[config.mk]
export PLATFORM = sky130hd
export DESIGN_NAME = laser_spot_tracker
export DESIGN_NICKNAME = d
export VERILOG_FILES = /design/src/rtl/laser_spot_tracker.sv
export SDC_FILE = /design/constraint.sdc
export NUM_CORES = 1
export LEC_CHECK = 0
export CAP_MARGIN = 20
export CORE_ASPECT_RATIO = 0.7
export CORE_MARGIN = 4
export CORE_UTILIZATION = 52
export DETAILED_ROUTE_END_ITERATION = 10
export GPL_TIMING_DRIVEN = 0
export PLACE_DENSITY = 0.8
export SLEW_MARGIN = 5
export SYNTH_ARGS = -nofsm -noshare
export SYNTH_HDL_FRONTEND = slang
export SYNTH_SLANG_ARGS = --single-unit
[constraint.sdc]
create_clock -name clk -period 30.8 [get_ports clk]
set_clock_uncertainty 0.05 [all_clocks]
set_input_delay 6.16 -clock clk [delete_from_list [all_inputs] [get_ports clk]]
set_output_delay 6.16 -clock clk [all_outputs]
set_load 0.05 [all_outputs]
[src/rtl/laser_spot_tracker.sv]
// Laser-spot locator: flags dominant-colour pixels, tracks horizontal hit runs
// and publishes the longest run of each frame one clock after its eof pixel.
module laser_spot_tracker #(
    parameter int unsigned COMP_W  = 8,
    parameter int unsigned COORD_W = 16,
    parameter int unsigned MIN_RUN = 5
) (
    input  logic                 clk,
    input  logic                 reset_n,
    input  logic                 en,
    input  logic                 sof,
    input  logic                 eol,
    input  logic                 eof,
    input  logic [1:0]           chan_sel,
    input  logic [COMP_W-1:0]    threshold,
    input  logic [COORD_W-1:0]   x,
    input  logic [COORD_W-1:0]   y,
    input  logic [3*COMP_W-1:0]  pixel,
    output logic [2*COORD_W-1:0] spot_xy,
    output logic [COORD_W-1:0]   spot_len,
    output logic                 spot_valid,
    output logic                 frame_done
);

    localparam logic [COORD_W-1:0] LEN_MAX = {COORD_W{1'b1}};

    typedef enum logic [1:0] {IDLE, GAP, RUN} state_t;

    state_t             state;
    logic [COORD_W-1:0] start_x, run_y, run_len;
    logic [COORD_W-1:0] best_len, best_x, best_y;

    logic [COMP_W-1:0]  comp_r, comp_g, comp_b;
    logic [COMP_W:0]    sel_c, other_sum, diff;
    logic               hit;

    assign comp_r = pixel[3*COMP_W-1:2*COMP_W];
    assign comp_b = pixel[2*COMP_W-1:COMP_W];
    assign comp_g = pixel[COMP_W-1:0];

    // Dominance test: selected channel minus the (unwrapped) sum of the other two
    always_comb begin
        case (chan_sel)
            2'd1: begin
                sel_c     = {1'b0, comp_g};
                other_sum = {1'b0, comp_r} + {1'b0, comp_b};
            end
            2'd2: begin
                sel_c     = {1'b0, comp_b};
                other_sum = {1'b0, comp_r} + {1'b0, comp_g};
            end
            default: begin
                sel_c     = {1'b0, comp_r};
                other_sum = {1'b0, comp_g} + {1'b0, comp_b};
            end
        endcase
        diff = (sel_c > other_sum) ? (sel_c - other_sum) : '0;
        hit  = diff > {1'b0, threshold};
    end

    logic               take_px, in_run, close_vld;
    logic [COORD_W-1:0] cur_len, cur_start, cur_y;
    logic [COORD_W-1:0] close_len, close_start, close_y;
    logic [COORD_W-1:0] nb_len, nb_x, nb_y;

    // Per-pixel run extension, run closing and best-run candidate selection
    always_comb begin
        take_px   = en && ((state != IDLE) || sof);
        in_run    = (state == RUN) && !sof;

        cur_len   = in_run ? ((run_len == LEN_MAX) ? run_len : run_len + COORD_W'(1))
                           : COORD_W'(1);
        cur_start = in_run ? start_x : x;
        cur_y     = in_run ? run_y : y;

        close_vld   = 1'b0;
        close_len   = run_len;
        close_start = start_x;
        close_y     = run_y;
        if (in_run && !hit) begin
            close_vld = 1'b1;
        end else if (hit && eol) begin
            close_vld   = 1'b1;
            close_len   = cur_len;
            close_start = cur_start;
            close_y     = cur_y;
        end

        // A sof pixel starts from an empty best so restarts discard old results
        nb_len = sof ? '0 : best_len;
        nb_x   = sof ? '0 : best_x;
        nb_y   = sof ? '0 : best_y;
        if (close_vld && (close_len > nb_len)) begin
            nb_len = close_len;
            nb_x   = close_start + ((close_len - COORD_W'(1)) >> 1);
            nb_y   = close_y;
        end
    end

    // State, run tracking and registered frame results
    always_ff @(posedge clk) begin
        if (!reset_n) begin
            state      <= IDLE;
            start_x    <= '0;
            run_y      <= '0;
            run_len    <= '0;
            best_len   <= '0;
            best_x     <= '0;
            best_y     <= '0;
            spot_xy    <= '0;
            spot_len   <= '0;
            spot_valid <= 1'b0;
            frame_done <= 1'b0;
        end else begin
            frame_done <= 1'b0;
            if (take_px) begin
                best_len <= nb_len;
                best_x   <= nb_x;
                best_y   <= nb_y;
                if (hit) begin
                    start_x <= cur_start;
                    run_y   <= cur_y;
                    run_len <= cur_len;
                end else begin
                    run_len <= '0;
                end
                if (eof) begin
                    state      <= IDLE;
                    spot_xy    <= {nb_x, nb_y};
                    spot_len   <= nb_len;
                    spot_valid <= nb_len >= COORD_W'(MIN_RUN);
                    frame_done <= 1'b1;
                end else if (hit && !eol) begin
                    state <= RUN;
                end else begin
                    state <= GAP;
                end
            end
        end
    end

endmodule

==> out/qor.txt <==
FLOORPLANNING
--------------------------------------------------------------------------------------------------------
Floorplan die height                                                                              123 um
Starting Density                                                                                   53.6%
DIE AREA                                                                                      21,100 um2
Core ar.                                                                                      18,200 um2
Row count                                                                                             41
Die Width                                                                                         172 um
Top Ports                                                                                            122

DETAILED ROUTING
--------------------------------------------------------------------------------------------------------
DRT antenna net count                                                                                  0
DR pass1 iterations                                                                                    6
Number of vias per cell after detailed routing                                                      6.15
DRC marker count from the first detailed-route iteration                                           1,229
Detailed-route DRC error count                                                                         0
Final routed wirelength across all metal layers                                                  31.5 mm
Post-DR wirelength/cell                                                                          19.5 um
Via count                                                                                          9,918

SETUP PATH
--------------------------------------------------------------------------------------------------------
Crit path capture type                                                                              flop
Launching element type of the critical path                                                   input port
Slowest cell delay on critical path                                                              0.77 ns
Max FO, Critical Path                                                                                 10
Library cell contributing the largest single delay on the critical path                     sky130_fd_sc_hd__a31oi_1
CP Data Arrival Time                                                                            16.79 ns
Cell repeated most along the worst path                                                     sky130_fd_sc_hd__ha_1
Required time of the worst setup path                                                           31.07 ns
Category of the critical setup timing path                                                  input port to flop

FINISH
--------------------------------------------------------------------------------------------------------
Ratio of cells with drive above 1 in the final layout                                              8.87%
Post-layout util                                                                                   65.1%
Most used cells in the layout excluding fill and tap cells                                  sky130_fd_sc_hd__nand2_1, sky130_fd_sc_hd__dfxtp_1, sky130_fd_sc_hd__clkdlybuf4s50_1
Net count, final                                                                                   1,505
Layout Area Growth over Synthesis                                                                  21.5%
Most frequent standard cell in the layout excluding fill and tap cells                      sky130_fd_sc_hd__nand2_1
Count of filler cells inserted in the layout                                                       1,530
Final antenna diode count                                                                              0
Post-route standard cell area excluding fillers                                               11,900 um2

PLACED DESIGN
--------------------------------------------------------------------------------------------------------
Placer's final routability congestion estimate                                                     0.973
Number of buffer cells added on primary ports                                                        120
Placement Setup Slack                                                                           14.20 ns
Cell area after placement                                                                     11,300 um2
Post-detailed-placement half-perimeter wirelength                                                24.0 mm

CLOCKING
--------------------------------------------------------------------------------------------------------
Clock net sink count                                                                                 148
Number of clock buffers inserted by TritonCTS                                                         17
Number of buffers inserted for hold repair after clock tree synthesis                                  0
Root buffer selected by CTS                                                                 sky130_fd_sc_hd__clkbuf_16
Post-CTS Repair Setup Buffers                                                                          0
H-tree Lvls                                                                                            4
Skew-Pair Late Insertion Delay                                                                   0.44 ns
Post-CTS clock slew at the launch and capture registers of the worst setup and hold paths        0.07 ns
CTS resizes                                                                                            0
Maximum root-to-sink buffer count                                                                      2
CTS tree                                                                                            done

LOGIC SYNTHESIS
--------------------------------------------------------------------------------------------------------
Summed instance area of the synthesized netlist                                                 9760 um2
Count of unique library cells instantiated by Yosys                                                   75
Number of instances in the synthesized netlist                                                     1,224
Number of flip-flops and latches in the synthesized netlist                                          148
Sequential fraction of the synthesis area                                                          30.4%
Most frequently used flop master after synthesis                                            sky130_fd_sc_hd__dfxtp_1
Fraction of registers with async set or reset after synthesis                                         0%
Synth warn                                                                                             0
Number of synthesized flops with an enable pin                                                         0
Portion of synthesized cell area occupied by the leading cell type                                 30.4%
Cell types occupying the most area after synthesis                                          sky130_fd_sc_hd__dfxtp_1, sky130_fd_sc_hd__ha_1, sky130_fd_sc_hd__nand2_1
Cell taking the most area after synthesis                                                   sky130_fd_sc_hd__dfxtp_1
Syn Area/Cell                                                                                   7.97 um2
Syn_nets                                                                                           1,366

GRT
--------------------------------------------------------------------------------------------------------
Antenna violations before repair                                                                       0
Number of global-route vias before repair                                                          8,787
Pin count of the biggest net entering global routing                                                  19
Overall routing resource usage                                                                     29.3%
Global-route wire length before repair                                                           48.3 mm
Global route total overflow                                                                            0

STA
--------------------------------------------------------------------------------------------------------
Time the final worst path needs with I/O delays and setup                                       16.52 ns
# setup viols final                                                                                    0
Post-route setup slack                                                                          14.28 ns
Unrepaired setup endpoints after global routing                                                    false
Transition time of the tightest slew-check pin                                                   1.12 ns
Worst hold margin                                                                               0.403 ns
Number of failing hold endpoints at the final stage                                                    0
Headroom to the max-slew limit                                                                     25.2%
Setup Total Neg Slack                                                                               0 ns
Achievable Freq                                                                                 60.5 MHz
Number of pins with negative max-slew slack in the final report                                        0
Fin crit share                                                                                     53.6%

POWER
--------------------------------------------------------------------------------------------------------
Peak supply drop                                                                               0.0387 mV
Power per unit of standard cell area                                                         56.1 nW/um2
Leakage                                                                                          4.57 nW

HOLD PATH
--------------------------------------------------------------------------------------------------------
Class of the tightest hold or removal check                                                 flop to flop

STATUS
--------------------------------------------------------------------------------------------------------
Run status                                                                                     completed

FLOW RUN
--------------------------------------------------------------------------------------------------------
Number of max-cap violations                                                                           0

## registers in the layout, summed over array words and instances (netlist names)
signal and count:
best_len 16, best_x 16, best_y 16, frame_done 1
run_len 16, run_y 16, spot_len 16, spot_valid 1
spot_xy 32, start_x 16, state 2
## power by group
group / switching, mW / internal, mW
logic: 0.160 / 0.0940
registers: 0.00280 / 0.197
clock network: 0.102 / 0.110
## kinds of logic (layout without fill, tap and decap cells)
kind of cell / after synthesis / count (layout) / share of synthesized area (%)
AO/OA/AOI/OAI: 322 / 322 / 22.9
XOR/XNOR: 42 / 42 / 3.77
adder cells (fa/ha/maj): 70 / 70 / 9.28
buffers and inverters: 128 / 280 / 5.63
flip-flops: 148 / 148 / 30.4
multiplexers: 63 / 63 / 7.35
AND/OR/NAND/NOR: 451 / 451 / 20.7
## synthesized netlist by cell type, types with 14 or more instances
library cell               count
sky130_fd_sc_hd__nand4_1      16
sky130_fd_sc_hd__mux2_2       25
sky130_fd_sc_hd__dfxtp_1     148
sky130_fd_sc_hd__ha_1         66
sky130_fd_sc_hd__buf_2        16
sky130_fd_sc_hd__nor2b_1      14
sky130_fd_sc_hd__nand3_1      45
sky130_fd_sc_hd__a21oi_1      88
sky130_fd_sc_hd__inv_1        48
sky130_fd_sc_hd__o21ai_0      45
sky130_fd_sc_hd__mux2i_1      27
sky130_fd_sc_hd__xnor2_1      35
sky130_fd_sc_hd__o22ai_1      33
sky130_fd_sc_hd__nor2_1      111
sky130_fd_sc_hd__o211ai_1     15
sky130_fd_sc_hd__clkbuf_1     52
sky130_fd_sc_hd__a221o_1      18
sky130_fd_sc_hd__nand2_1     203
sky130_fd_sc_hd__a22oi_1      15
## per-stage QoR
| step | cells | power [mW] |
|---|---|---|
| after floorplan | 1224 | 0.372 |
| after global placement | 1580 | 0.441 |
| after detailed placement | 1580 | 0.445 |
| after CTS | 1612 | 0.654 |
| after global routing | 1612 | 0.691 |
| final | 1612 | 0.665 |
## worst paths after layout
path | cells past startpoint | endpoint | startpoint | slack (ns)
min | 2 | start_x[5]$_SDFFE_PN0P_ | start_x[5]$_SDFFE_PN0P_ | 0.40
max | 44 | spot_xy[31]$_SDFFE_PN0P_ | chan_sel[1] | 14.28
min reg2reg | 2 | start_x[5]$_SDFFE_PN0P_ | start_x[5]$_SDFFE_PN0P_ | 0.40
max reg2reg | 20 | spot_len[0]$_SDFFE_PN0P_ | run_len[1]$_SDFFE_PN0P_ | 24.73
## cell type report
type                    instances  area, um2  area share (%)
clock buffers                  17        425            3.59
plain buffers                  78        362            3.05
repair buffers                120       1200            10.1
multi-input cells             948       6250            52.7
inverters                      50        188            1.58
well taps                     236        295            2.49
flip-flops and latches        148       2960            25.0
clock inverters                15        180            1.52
## critical path: cells and delay by family
family | cells | cell delay (ns)
compound gates | 22 | 5.26
buf+inv | 5 | 1.80
fa+ha+maj | 5 | 1.48
simple gates | 8 | 1.06
xor+xnor | 3 | 0.58
mux | 1 | 0.43
## metal layers
metal  routed length (um)  vias to the layer above  GRT usage, %
met2                11900                      624          37.5
met3                 4460                       44          9.53
met1                14700                     4580          46.8
li1                     -                     4670             -
met5                    0                        -             0
met4                  370                        0          5.69
Note: power is estimated with default switching activity, not from simulation.
